## src/rtl/nx_control_pkg.sv

```systemverilog
// Command and response encodings shared by the mesh controller and its host-side initiator.
package nx_control_pkg;

    localparam int unsigned MESSAGE_WIDTH = 32;

    typedef enum logic [3:0] {
        CONTROL_COMMAND_NOP      = 4'd0,
        CONTROL_COMMAND_ACTIVE   = 4'd1,
        CONTROL_COMMAND_INTERVAL = 4'd2,
        CONTROL_COMMAND_STATUS   = 4'd3,
        CONTROL_COMMAND_CYCLES   = 4'd4
    } control_command_t;

    localparam int unsigned PAYLOAD_WIDTH = MESSAGE_WIDTH - $bits(control_command_t);

    typedef struct packed {
        control_command_t         command;
        logic [PAYLOAD_WIDTH-1:0] payload;
    } control_message_t;

    // STATUS responses carry the active flag in bit 0; CYCLES responses use the whole word.
    typedef struct packed {
        logic [MESSAGE_WIDTH-2:0] value;
        logic                     active;
    } control_response_t;

endpackage

```

## src/rtl/nx_control_initiator_if.sv

```systemverilog
// Host run request, command stream and response stream of the control initiator.
interface nx_control_initiator_if;
    import nx_control_pkg::*;

    logic [PAYLOAD_WIDTH-1:0] i_run_cycles;
    logic                     i_run_valid;
    logic                     o_run_ready;
    logic                     o_done;
    logic [MESSAGE_WIDTH-1:0] o_cycles;
    logic                     o_error;

    control_message_t         o_msg_data;
    logic                     o_msg_valid;
    logic                     i_msg_ready;

    control_response_t        i_resp_data;
    logic                     i_resp_valid;
    logic                     o_resp_ready;

    modport master (
        input  i_run_cycles,
        input  i_run_valid,
        output o_run_ready,
        output o_done,
        output o_cycles,
        output o_error,
        output o_msg_data,
        output o_msg_valid,
        input  i_msg_ready,
        input  i_resp_data,
        input  i_resp_valid,
        output o_resp_ready
    );

    modport slave (
        output i_run_cycles,
        output i_run_valid,
        input  o_run_ready,
        input  o_done,
        input  o_cycles,
        input  o_error,
        input  o_msg_data,
        input  o_msg_valid,
        output i_msg_ready,
        output i_resp_data,
        output i_resp_valid,
        input  o_resp_ready
    );

endinterface

```

## src/rtl/nx_control_initiator.sv

```systemverilog
// Host-side sequencer: program interval, activate mesh, poll status, read cycle counter.
// Optional poll timeout with mesh deactivation is enabled by defining NX_CTRL_INIT_TIMEOUT_EN.
module nx_control_initiator
    import nx_control_pkg::*;
#(
    parameter int unsigned POLL_GAP      = 4,
    parameter int unsigned TIMEOUT_POLLS = 1024
) (
    input  logic                   i_clk,
    input  logic                   i_rst_n,
    nx_control_initiator_if.master bus
);

    localparam int unsigned POLL_CNT_W = (TIMEOUT_POLLS < 1) ? 1 : $clog2(TIMEOUT_POLLS + 1);
    localparam int unsigned GAP_W      = (POLL_GAP > 1) ? $clog2(POLL_GAP) : 1;

    localparam logic [POLL_CNT_W-1:0] POLL_MAX = '1;

    localparam control_message_t ACTIVATE_MSG = '{
        command: CONTROL_COMMAND_ACTIVE,
        payload: PAYLOAD_WIDTH'(1)
    };
    localparam control_message_t STATUS_MSG = '{
        command: CONTROL_COMMAND_STATUS,
        payload: PAYLOAD_WIDTH'(0)
    };
    localparam control_message_t CYCLES_MSG = '{
        command: CONTROL_COMMAND_CYCLES,
        payload: PAYLOAD_WIDTH'(0)
    };

    typedef enum logic [3:0] {
        ST_IDLE,
        ST_INTERVAL,
        ST_ACTIVATE,
        ST_POLL,
        ST_POLL_WAIT,
        ST_GAP,
        ST_READ,
        ST_READ_WAIT,
        ST_DEACTIVATE
    } state_t;

    state_t                   state_q, state_d;
    logic                     run_ready_q, run_ready_d;
    logic                     msg_valid_q, msg_valid_d;
    control_message_t         msg_data_q, msg_data_d;
    logic                     done_q, done_d;
    logic [MESSAGE_WIDTH-1:0] cycles_q, cycles_d;
    logic                     error_q, error_d;
    logic [POLL_CNT_W-1:0]    poll_q, poll_d;
    logic [GAP_W-1:0]         gap_q, gap_d;

    logic                     xfer_c;
    logic                     run_accept_c;

    assign xfer_c       = msg_valid_q && bus.i_msg_ready;
    assign run_accept_c = run_ready_q && bus.i_run_valid;

    // State register and registered outputs.
    always_ff @(posedge i_clk or negedge i_rst_n) begin
        if (!i_rst_n) begin
            state_q     <= ST_IDLE;
            run_ready_q <= 1'b0;
            msg_valid_q <= 1'b0;
            msg_data_q  <= '0;
            done_q      <= 1'b0;
            cycles_q    <= '0;
            error_q     <= 1'b0;
            poll_q      <= '0;
            gap_q       <= '0;
        end else begin
            state_q     <= state_d;
            run_ready_q <= run_ready_d;
            msg_valid_q <= msg_valid_d;
            msg_data_q  <= msg_data_d;
            done_q      <= done_d;
            cycles_q    <= cycles_d;
            error_q     <= error_d;
            poll_q      <= poll_d;
            gap_q       <= gap_d;
        end
    end

    // Next-state and output decode; a command stays on the bus until it transfers.
    always_comb begin
        state_d     = state_q;
        msg_valid_d = msg_valid_q;
        msg_data_d  = msg_data_q;
        done_d      = 1'b0;
        cycles_d    = cycles_q;
        error_d     = error_q;
        poll_d      = poll_q;
        gap_d       = gap_q;

        unique case (state_q)
            ST_IDLE: begin
                if (run_accept_c) begin
                    poll_d = '0;
                    if (bus.i_run_cycles == '0) begin
                        error_d = 1'b1;
                        done_d  = 1'b1;
                    end else begin
                        error_d     = 1'b0;
                        state_d     = ST_INTERVAL;
                        msg_valid_d = 1'b1;
                        msg_data_d  = '{command: CONTROL_COMMAND_INTERVAL,
                                        payload: bus.i_run_cycles};
                    end
                end
            end

            ST_INTERVAL: begin
                if (xfer_c) begin
                    state_d    = ST_ACTIVATE;
                    msg_data_d = ACTIVATE_MSG;
                end
            end

            ST_ACTIVATE: begin
                if (xfer_c) begin
                    state_d    = ST_POLL;
                    msg_data_d = STATUS_MSG;
                end
            end

            ST_POLL: begin
                if (xfer_c) begin
                    state_d     = ST_POLL_WAIT;
                    msg_valid_d = 1'b0;
                    if (poll_q != POLL_MAX) begin
                        poll_d = poll_q + POLL_CNT_W'(1);
                    end
                end
            end

            ST_POLL_WAIT: begin
                if (bus.i_resp_valid) begin
                    if (!bus.i_resp_data.active) begin
                        state_d     = ST_READ;
                        msg_valid_d = 1'b1;
                        msg_data_d  = CYCLES_MSG;
                    end
`ifdef NX_CTRL_INIT_TIMEOUT_EN
                    else if (poll_q == POLL_CNT_W'(TIMEOUT_POLLS)) begin
                        state_d     = ST_DEACTIVATE;
                        msg_valid_d = 1'b1;
                        msg_data_d  = '{command: CONTROL_COMMAND_ACTIVE,
                                        payload: PAYLOAD_WIDTH'(0)};
                    end
`endif
                    else if (POLL_GAP == 0) begin
                        state_d     = ST_POLL;
                        msg_valid_d = 1'b1;
                        msg_data_d  = STATUS_MSG;
                    end else begin
                        state_d = ST_GAP;
                        gap_d   = '0;
                    end
                end
            end

            // Exactly POLL_GAP idle cycles before the next STATUS appears.
            ST_GAP: begin
                if (gap_q == GAP_W'(POLL_GAP - 1)) begin
                    state_d     = ST_POLL;
                    msg_valid_d = 1'b1;
                    msg_data_d  = STATUS_MSG;
                end else begin
                    gap_d = gap_q + GAP_W'(1);
                end
            end

            ST_READ: begin
                if (xfer_c) begin
                    state_d     = ST_READ_WAIT;
                    msg_valid_d = 1'b0;
                end
            end

            ST_READ_WAIT: begin
                if (bus.i_resp_valid) begin
                    cycles_d = bus.i_resp_data;
                    done_d   = 1'b1;
                    state_d  = ST_IDLE;
                end
            end

            ST_DEACTIVATE: begin
                if (xfer_c) begin
                    msg_valid_d = 1'b0;
                    error_d     = 1'b1;
                    done_d      = 1'b1;
                    state_d     = ST_IDLE;
                end
            end

            default: begin
                state_d     = ST_IDLE;
                msg_valid_d = 1'b0;
            end
        endcase

        run_ready_d = (state_d == ST_IDLE);
    end

    assign bus.o_run_ready  = run_ready_q;
    assign bus.o_done       = done_q;
    assign bus.o_cycles     = cycles_q;
    assign bus.o_error      = error_q;
    assign bus.o_msg_valid  = msg_valid_q;
    assign bus.o_msg_data   = msg_data_q;
    assign bus.o_resp_ready = 1'b1;

endmodule

```

## src/flat_wrapper.sv

```systemverilog
// flat-port wrapper written by rule: the top's interface ports become plain ports
module nx_control_initiator_flat import nx_control_pkg::*;
#(
    parameter int unsigned POLL_GAP      = 4,
    parameter int unsigned TIMEOUT_POLLS = 1024
)
  (i_clk, i_rst_n, bus_i_run_cycles, bus_i_run_valid, bus_o_run_ready, bus_o_done, bus_o_cycles, bus_o_error, bus_o_msg_data, bus_o_msg_valid, bus_i_msg_ready, bus_i_resp_data, bus_i_resp_valid, bus_o_resp_ready);
  nx_control_initiator_if bus_i ();
  input  logic i_clk;
  input  logic i_rst_n;
  input wire logic [$bits(bus_i.i_run_cycles)-1:0] bus_i_run_cycles;
  input wire logic [$bits(bus_i.i_run_valid)-1:0] bus_i_run_valid;
  output wire logic [$bits(bus_i.o_run_ready)-1:0] bus_o_run_ready;
  output wire logic [$bits(bus_i.o_done)-1:0] bus_o_done;
  output wire logic [$bits(bus_i.o_cycles)-1:0] bus_o_cycles;
  output wire logic [$bits(bus_i.o_error)-1:0] bus_o_error;
  output wire logic [$bits(bus_i.o_msg_data)-1:0] bus_o_msg_data;
  output wire logic [$bits(bus_i.o_msg_valid)-1:0] bus_o_msg_valid;
  input wire logic [$bits(bus_i.i_msg_ready)-1:0] bus_i_msg_ready;
  input wire logic [$bits(bus_i.i_resp_data)-1:0] bus_i_resp_data;
  input wire logic [$bits(bus_i.i_resp_valid)-1:0] bus_i_resp_valid;
  output wire logic [$bits(bus_i.o_resp_ready)-1:0] bus_o_resp_ready;
  assign bus_i.i_run_cycles = bus_i_run_cycles;
  assign bus_i.i_run_valid = bus_i_run_valid;
  assign bus_o_run_ready = bus_i.o_run_ready;
  assign bus_o_done = bus_i.o_done;
  assign bus_o_cycles = bus_i.o_cycles;
  assign bus_o_error = bus_i.o_error;
  assign bus_o_msg_data = bus_i.o_msg_data;
  assign bus_o_msg_valid = bus_i.o_msg_valid;
  assign bus_i.i_msg_ready = bus_i_msg_ready;
  assign bus_i.i_resp_data = bus_i_resp_data;
  assign bus_i.i_resp_valid = bus_i_resp_valid;
  assign bus_o_resp_ready = bus_i.o_resp_ready;
  nx_control_initiator #(.POLL_GAP(POLL_GAP), .TIMEOUT_POLLS(TIMEOUT_POLLS)) u_core (.i_clk(i_clk), .i_rst_n(i_rst_n), .bus(bus_i));
endmodule
```

## config.mk

```make
export PLATFORM = sky130hd
export DESIGN_NAME = nx_control_initiator_flat
export DESIGN_NICKNAME = d
export VERILOG_FILES = /design/src/rtl/nx_control_pkg.sv /design/src/rtl/nx_control_initiator_if.sv /design/src/rtl/nx_control_initiator.sv /design/src/flat_wrapper.sv
export SDC_FILE = /design/constraint.sdc
export NUM_CORES = 1
export LEC_CHECK = 0
export ABC_AREA = 1
export CAP_MARGIN = 20
export CORE_MARGIN = 4
export CORE_UTILIZATION = 48
export CTS_CLUSTER_SIZE = 28
export DETAILED_ROUTE_END_ITERATION = 10
export HOLD_SLACK_MARGIN = 0.15
export PLACE_DENSITY = 0.94
export SLEW_MARGIN = 20
export SYNTH_ARGS = -nofsm -noshare
export SYNTH_HDL_FRONTEND = slang
export SYNTH_SLANG_ARGS = --single-unit
```

## constraint.sdc

```tcl
create_clock -name i_clk -period 2.88 [get_ports i_clk]
set_input_delay 0.432 -clock i_clk [delete_from_list [all_inputs] [get_ports i_clk]]
set_output_delay 0.432 -clock i_clk [all_outputs]
set_load 0.005 [all_outputs]
```

Word-level counts from Yosys, hierarchy flattened
Cells that the tools add are included.
{"block": "word_totals", "reg_bits": 74, "in_bits": 65}
{"block": "classes", "add_sub_neg": 1, "mux": 39, "n_reduce_logical": 15, "n_bitwise": 1, "eq_ne": 20}
{"cell": "$mux W32", "count": 7}
{"cell": "$pmux W32 S5", "count": 1}
{"cell": "$mux W4", "count": 10}
{"cell": "$pmux W4 S9", "count": 1}
{"cell": "$logic_not A28 Y1", "count": 1}
{"cell": "$eq A4 B3 Y1 const B", "count": 4}
{"cell": "$mux W1", "count": 12}
{"cell": "$ne A2 B1 Y1 const B", "count": 6}
{"cell": "$ne A2 B2 Y1 const B", "count": 5}
{"cell": "$eq A4 B2 Y1 const B", "count": 2}
{"cell": "$logic_not A4 Y1", "count": 2}
{"cell": "$mux W2", "count": 4}
{"cell": "$reduce_and A8 Y1", "count": 1}
{"cell": "$reduce_and A7 Y1", "count": 1}
{"cell": "$reduce_or A3 Y1", "count": 2}
{"cell": "$pmux W1 S5", "count": 1}
{"cell": "$reduce_bool A5 Y1", "count": 1}
{"cell": "$eq A4 B1 Y1 const B", "count": 1}
{"cell": "$eq A4 B4 Y1 const B", "count": 1}
{"cell": "$pmux W2 S2", "count": 1}
{"cell": "$reduce_and A4 Y1", "count": 1}
{"cell": "$reduce_bool A2 Y1", "count": 2}
{"cell": "$pmux W1 S3", "count": 1}
{"cell": "$reduce_and A3 Y1", "count": 1}
{"cell": "other kinds (6)", "count": 7}

Logic depth before layout (Yosys ltp)
Gate-level depths: netlist of the first run.
{"block": "logic_depth", "ltp_word": 5, "depth_mapped": 11, "mapped_depth_nobuf": 10}

Worst setup path before layout of the first run
No wires, ideal clock.
{"block": "synth_timing", "path_type": "reg-to-reg", "startpoint": "reg u_core.state_q[3]", "endpoint": "reg u_core.cycles_q[10] (netlist: u_core.bus.o_cycles[10])", "path_stages_with_launch": 7, "n_path_buf": 1, "synth_period_minus_slack_ns": 1.500, "arrival_time_ns": 1.373, "path_slack_ns": 1.380, "setup_time_ns": 0.128, "cell_sequence": "dfrtp_1 inv_1 nand2_1 nor2_1 nand2_1 buf_2 mux2_1"}
{"block": "synth_between", "elab_chain_cells": 2}
{"item": "from (decl)", "line": "nx_control_initiator.sv:44", "rtl": "state_t state_q, state_d;"}
{"item": "from (signal assigned)", "line": "nx_control_initiator.sv:73", "rtl": "state_q <= state_d;"}
{"item": "$eq A4 B3 Y1", "line": "nx_control_initiator.sv:96", "rtl": "unique case (state_q)"}
{"item": "$reduce_and A2 Y1 (no line)"}
{"item": "to (signal assigned)", "line": "nx_control_initiator.sv:78", "rtl": "cycles_q <= cycles_d;"}
{"item": "to (decl)", "line": "nx_control_initiator.sv:49", "rtl": "logic [MESSAGE_WIDTH-1:0] cycles_q, cycles_d;"}
No other way between the ends.
A chain may end at the register's enable or synchronous reset.

Worst setup path after layout of the first run
{"block": "layout_timing", "startpoint": "reg u_core.state_q[3]", "endpoint": "reg u_core.msg_data_q (netlist bit u_core.bus.o_msg_data[6])"}
{"block": "layout_between", "elab_chain_cells": 3, "elab_cells_between_ends": 15, "cone_classes": "11 x eq/ne; 1 x mux; 3 x reduce/logical"}
{"item": "$eq A4 B1 Y1 (tied with other cells)", "line": "nx_control_initiator.sv:96"}
{"item": "$reduce_bool A5 Y1 (no line) (tied with other cells)"}
{"item": "$reduce_and A8 Y1 (no line)"}
{"item": "to (signal assigned)", "line": "nx_control_initiator.sv:76", "rtl": "msg_data_q <= msg_data_d;"}
{"item": "to (decl)", "line": "nx_control_initiator.sv:47", "rtl": "control_message_t msg_data_q, msg_data_d;"}
Parallel ways exist; a longest one is shown, timed or not.

==> impl_metrics.yaml, run 1 <==
status:
  status: "completed"
finish:
  final_design_area_no_fill_um2: 5090
  fillers: 477
  area_delta_synth_final_pct: 45.6
  num_antenna_cells: 0
  utilization_pct: 73.3
  drive_gt1_share_pct: 9.07
  mostFrequentLayoutCell: "clkdlybuf4s50_1"
  final_cell_mix: "clkdlybuf4s50_1 (130), nand2_1 (108), dfrtp_1 (73), nor2_1 (53), inv_1 (42)"
  final_nets: 590
cts:
  cts_tree: "done"
  postCtsResizedCells: 0
  postCtsSetupBuffers: 0
  clockBufferDepth: 2
  cts.sinks: 73
  holdBufCountCts: 0
  clockRootBuffer: "clkbuf_8"
  clk_latency_ns: 0.35
  cts-buffers-inserted: 9
  ctsHtreeMaxLevel: 3
  clkTransAtPathRegs_ns: 0.08
setup_path:
  worstPathArrival_ns: 2.33
  worstReg2RegStart: "u_core.state_q[3]$_DFF_PN0_"
  cp.required_ns: 3.12
  endpoint_kind: "flip-flop"
  critPathLaunchType: "flip-flop"
  critPathCapture: "u_core.bus.o_msg_data[6]$_DFFE_PN0P_"
  r2r_slack_ns: 0.79
  cpMaxStageDelayCell: "dfrtp_1"
  slowest_delay_ns: 0.40
  crit_chain: "nor2_1 > nand2_1 > nand3_2 > nor2_1 > nor2_4 > nand3_4 > nand2_1 > nand2_1"
  crit_top_cell: "nand2_1"
  crit_path_max_fanout: 31
  critPathKind: "flip-flop to flip-flop"
  reg2reg_depth: 8
  crit_start: "u_core.state_q[3]$_DFF_PN0_"
  rr_endpoint: "u_core.bus.o_msg_data[6]$_DFFE_PN0P_"
die:
  die_h_um: 93.4
  start_util_pct: 50.4
  dieArea_um2: 8720
  placementRows: 30
  die_w_um: 93.4
  core_um2: 6940
  ios: 134
detailed_routing:
  drt_iter0_markers: 170
  via_per_inst: 5.13
  antenna_left: 0
  drt-total-wl_mm: 10.0
  first_pass_iters: 4
  vias: 3208
  drc_errors: 0
  wire_per_inst_um: 16.0
logic_synthesis:
  synth_cell_types: 22
  syn-num-nets: 463
  synth_area_leaders: "dfrtp_1 (52%), nand2_1 (12%), nand4_1 (5.9%), mux2_2 (5.8%), nor2_1 (5.7%)"
  synth-seq-cells: 73
  syn_inst: 397
  synth_warnings: 0
  ys_seq_area_share_pct: 52.2
  synth.avg_cell_area_um2: 8.81
  yosysTopAreaCell: "dfrtp_1"
  syn_area_um2: 3500
  netlist.area_leader.share_pct: 52.2
global_routing:
  grtUsageTotal_pct: 23.7
  grt_max_degree: 74
  grt_pass1_vias: 3264
  antenna_found_initial: 0
  grt_overflow: 0
  grt_pass1_wl_mm: 15.9
sta:
  finalHoldViolations: 0
  setup_tns_ns: 0
  relSlewSlack_pct: 40.5
  fmax_mhz: 479
  skew_ns: 0.00909
  setup_violations: 0
  min_period_over_period_pct: 72.6
  slew_viol_final: 0
  period_minus_slack_ns: 2.09
  rsz0062_at_grt: "no"
  worstMarginPinSlew_ns: 0.892
placed_design:
  globalplace.congestion: 0.830
  placed_cell_area_um2: 4850
  io_buffers: 131
  post-dp-hpwl_mm: 7.53
pwr:
  total_power_mw: 4.90
  p_leak_nw: 2.58
  ir_drop_v: 0.000536
  power.density_nw_per_um2: 962
hold_path:
  min_path_type: "primary input to async pin"
run:
  cap_violations: 0
sequential cells by signal, summed over array words and instances, names as in the netlist:
signal	cells
u_core.bus.o_cycles	32
u_core.bus.o_done	1
u_core.bus.o_error	1
u_core.bus.o_msg_data	31
u_core.bus.o_msg_valid	1
u_core.bus.o_run_ready	1
u_core.gap_q	2
u_core.state_q	4
Yosys cell counts, drive strengths merged:
cell type,instances
o21a,1
conb,2
clkbuf,7
nand4,33
mux2,31
o211ai,2
nand3,21
buf,13
inv,44
ha,1
nor2,57
o21ai,4
dfrtp,73
nand2,108
worst min-delay path by stage:
stage / start / slack, ns / cells after the start / end
floorplan: i_rst_n / 0.14 / 0 / u_core.bus.o_cycles[0]$_DFFE_PN0P_
global placement: u_core.bus.o_msg_data[25]$_DFFE_PN0P_ / 0.46 / 2 / u_core.bus.o_msg_data[25]$_DFFE_PN0P_
detailed placement: u_core.bus.o_msg_data[25]$_DFFE_PN0P_ / 0.46 / 2 / u_core.bus.o_msg_data[25]$_DFFE_PN0P_
CTS: i_rst_n / 0.23 / 1 / u_core.bus.o_cycles[17]$_DFFE_PN0P_
global route: i_rst_n / 0.29 / 1 / u_core.bus.o_msg_data[3]$_DFFE_PN0P_
finish: i_rst_n / 0.19 / 1 / u_core.bus.o_cycles[17]$_DFFE_PN0P_
cell type report:
class | count | area, um2 | area share [%]
Sequential cell | 73 | 1830 | 35.9
Inverter | 44 | 165 | 3.24
Timing Repair Buffer | 136 | 1360 | 26.7
Multi-Input combinational cell | 260 | 1380 | 27.1
Clock buffer | 10 | 128 | 2.51
Tap cell | 96 | 120 | 2.36
Clock inverter | 6 | 113 | 2.21
routing by layer:
| layer | global-route usage [%] | vias to the layer above | part of all wire, % |
|---|---|---|---|
| met3 | 4.67 | 14 | 7.1 |
| met5 | 0 | - | 0 |
| met2 | 42.5 | 126 | 53 |
| met1 | 28.0 | 1543 | 39 |
| li1 | - | 1525 | - |
| met4 | 8.30 | 0 | 1.6 |
through the flow:
stage	std cells	hold WS (ns)	setup WS, ns
detailed placement	609	0.458	0.558
CTS	625	0.227	0.806
floorplan	397	0.136	1.38
global placement	609	0.456	0.651
finish	625	0.193	0.790
global route	625	0.285	0.637
critical path, delay by kind of cell (launching register included):
kind / cells / cell delay, ns
flops: 1 / 0.40
simple gates: 8 / 1.58
report_power, final:
group | internal, mW | switching [mW] | total, mW
clock | 0.580 | 0.387 | 0.967
sequential | 1.40 | 0.225 | 1.63
combinational | 1.09 | 1.21 | 2.30
logic make-up (layout without fill, tap and decap cells):
group	Yosys count	in the layout	share of synthesized area, %
AOI/OAI and AO/OA	7	7	1.22
adders and majority gates	1	1	0.358
buffers and inverters	64	196	8.30
DFF	73	73	52.2
muxes	31	31	9.98
other	2	2	0.215
and+or+nand+nor	219	219	27.7
No activity file was read; power rests on OpenSTA's default activity.
==> run 2: changes to the inputs <==
--- a/config.mk
+++ b/config.mk
@@ -8,11 +8,11 @@
 export ABC_AREA = 1
 export CAP_MARGIN = 20
 export CORE_MARGIN = 4
-export CORE_UTILIZATION = 48
+export CORE_UTILIZATION = 44
 export CTS_CLUSTER_SIZE = 28
 export DETAILED_ROUTE_END_ITERATION = 10
 export HOLD_SLACK_MARGIN = 0.15
-export PLACE_DENSITY = 0.94
+export PLACE_DENSITY = 0.88
 export SLEW_MARGIN = 20
 export SYNTH_ARGS = -nofsm -noshare
 export SYNTH_HDL_FRONTEND = slang
==> constraint.sdc (replaced) <==
create_clock -name i_clk -period 2.01 [get_ports i_clk]
set_input_delay 0.3015 -clock i_clk [delete_from_list [all_inputs] [get_ports i_clk]]
set_output_delay 0.3015 -clock i_clk [all_outputs]
set_load 0.005 [all_outputs]
==> run 2 against run 1 <==
  * Core utilization fell by 6.7 points
  * Hold slack improved by 0.29 ns
  * Cell count rose by 2.6%
  * Combinational power rose by 50%
  * Non-clock buffer count rose by 9
  * Fmax rose by 9.4%
  * Critical path type unchanged
==> impl_metrics.yaml, run 2 (synthesis gave the netlist of run 1 again) <==
setup_path:
  slowest_delay_ns: 0.43
  cpMaxStageDelayCell: "dfrtp_1"
  crit_start: "u_core.state_q[1]$_DFF_PN0_"
  cp.required_ns: 2.24
  r2r_slack_ns: 0.1
  crit_buf_inv: 2
  crit_path_max_fanout: 17
  crit_cells: 7
  critPathCapture: "u_core.bus.o_msg_data[8]$_DFFE_PN0P_"
  worstReg2RegStart: "u_core.state_q[1]$_DFF_PN0_"
  crit_top_cell: "nand2_1"
  critPathKind: "flip-flop to flip-flop"
  worstPathArrival_ns: 2.14
  rr_endpoint: "u_core.bus.o_msg_data[8]$_DFFE_PN0P_"
  critPathLaunchType: "flip-flop"
  crit_chain: "nor2_1 > inv_2 > nor2_2 > nand2_1 > buf_4 > nand4_1 > nand2_1"
  reg2reg_depth: 7
  endpoint_kind: "flip-flop"
  path_delay_family: "simple AND/OR/NAND/NOR gates"
die:
  placementRows: 32
  die_h_um: 97.2
  core_um2: 7730
  die_w_um: 97.2
  dieArea_um2: 9440
  ios: 134
  start_util_pct: 45.3
global_routing:
  grt_overflow: 0
  grt_pass1_wl_mm: 15.6
  grtUsageTotal_pct: 20.3
  grt_max_degree: 45
  grt_pass1_vias: 3206
  antenna_found_initial: 0
sta:
  min_period_over_period_pct: 95.1
  setup_violations: 0
  worstMarginPinSlew_ns: 0.535
  fmax_mhz: 523
  rsz0062_at_grt: "no"
  slew_viol_final: 0
  finalHoldViolations: 0
  setup_tns_ns: 0
  relSlewSlack_pct: 64.4
  period_minus_slack_ns: 1.91
  skew_ns: 0.00995
placed_design:
  post-dp-hpwl_mm: 7.09
  globalplace.congestion: 0.968
  placed_cell_area_um2: 4920
  io_buffers: 131
detailed_routing:
  drc_errors: 0
  first_pass_iters: 5
  wire_per_inst_um: 15.0
  drt_iter0_markers: 213
  via_per_inst: 5.10
  vias: 3271
  drt-total-wl_mm: 9.63
  antenna_left: 0
finish:
  final_cell_mix: "clkdlybuf4s50_1 (130), nand2_1 (108), dfrtp_1 (73), nor2_1 (52), inv_1 (42)"
  area_delta_synth_final_pct: 47.2
  final_design_area_no_fill_um2: 5150
  num_antenna_cells: 0
  mostFrequentLayoutCell: "clkdlybuf4s50_1"
  largest_register_ffs: 32
  final_nets: 600
  drive_gt1_share_pct: 10.6
pwr:
  p_leak_nw: 2.61
  ir_drop_v: 0.000730
  power.density_nw_per_um2: 1350
cts:
  clkTransAtPathRegs_ns: 0.08
  clockRootBuffer: "clkbuf_8"
  cts_tree: "done"
  postCtsSetupBuffers: 0
  cts.sinks: 73
  clockBufferDepth: 2
  ctsHtreeMaxLevel: 3
  cts-buffers-inserted: 9
  clk_latency_ns: 0.34
run:
  cap_violations: 0
status:
  status: "completed"
hold_path:
  min_path_type: "primary input to async pin"
==> run 2: metrics by stage <==
stage | std cells | total power [mW] | worst slack [ns] | util (%) | hold slack (ns)
detailed placement | 623 | 5.70 | 0.0694 | 63.6 | 0.326
global route | 641 | 7.43 | 0.0100 | 66.6 | 0.500
floorplan | 397 | 4.23 | 0.510 | - | 0.00591
global placement | 623 | 5.54 | 0.131 | 63.6 | 0.321
CTS | 640 | 6.87 | 0.146 | 66.3 | 0.484
finish | 641 | 6.93 | 0.0991 | 66.6 | 0.478
==> run 2: per-layer routing <==
metal  part of all wire (%)  global-route usage [%]
met1                     40                    24.6
met2                     52                    35.6
met3                    6.3                    4.81
met4                    1.9                    6.59
met5                      0                       0
==> run 2: how the worst min path moves through the flow <==
stage                                                startpoint                               endpoint  slack [ns]  depth (start not counted)
final                                                   i_rst_n    u_core.bus.o_cycles[28]$_DFFE_PN0P_        0.48                          2
after CTS                 u_core.bus.o_msg_data[11]$_DFFE_PN0P_  u_core.bus.o_msg_data[11]$_DFFE_PN0P_        0.48                          2
after global placement                                  i_rst_n            u_core.state_q[2]$_DFF_PN0_        0.32                          1
after global routing      u_core.bus.o_msg_data[14]$_DFFE_PN0P_  u_core.bus.o_msg_data[14]$_DFFE_PN0P_        0.50                          2
after detailed placement                                i_rst_n    u_core.bus.o_cycles[28]$_DFFE_PN0P_        0.33                          1
after floorplan                                         i_rst_n     u_core.bus.o_cycles[0]$_DFFE_PN0P_       0.006                          0
==> run 2: report_power, final <==
group          internal [mW]  total [mW]  switching, mW
clock network          0.611        1.14          0.531
registers               2.01        2.32          0.313
logic                   1.65        3.46           1.81
total                   4.27        6.93           2.65
==> run 2: layout make-up <==
| class | count | area [um2] |
|---|---|---|
| multi-input cells | 261 | 1400 |
| well taps | 102 | 128 |
| repair buffers | 145 | 1430 |
| clock inverters | 4 | 52.6 |
| inverters | 44 | 165 |
| clock buffers | 12 | 145 |
| fillers | 595 | 2580 |
| flip-flops and latches | 73 | 1830 |
==> run 2: timing repair <==
item	4_1_cts	5_1_grt
endpoints found under the hold margin	41	0
setup endpoints to repair	0	29
resized for setup	0	2
hold buffers	1	0
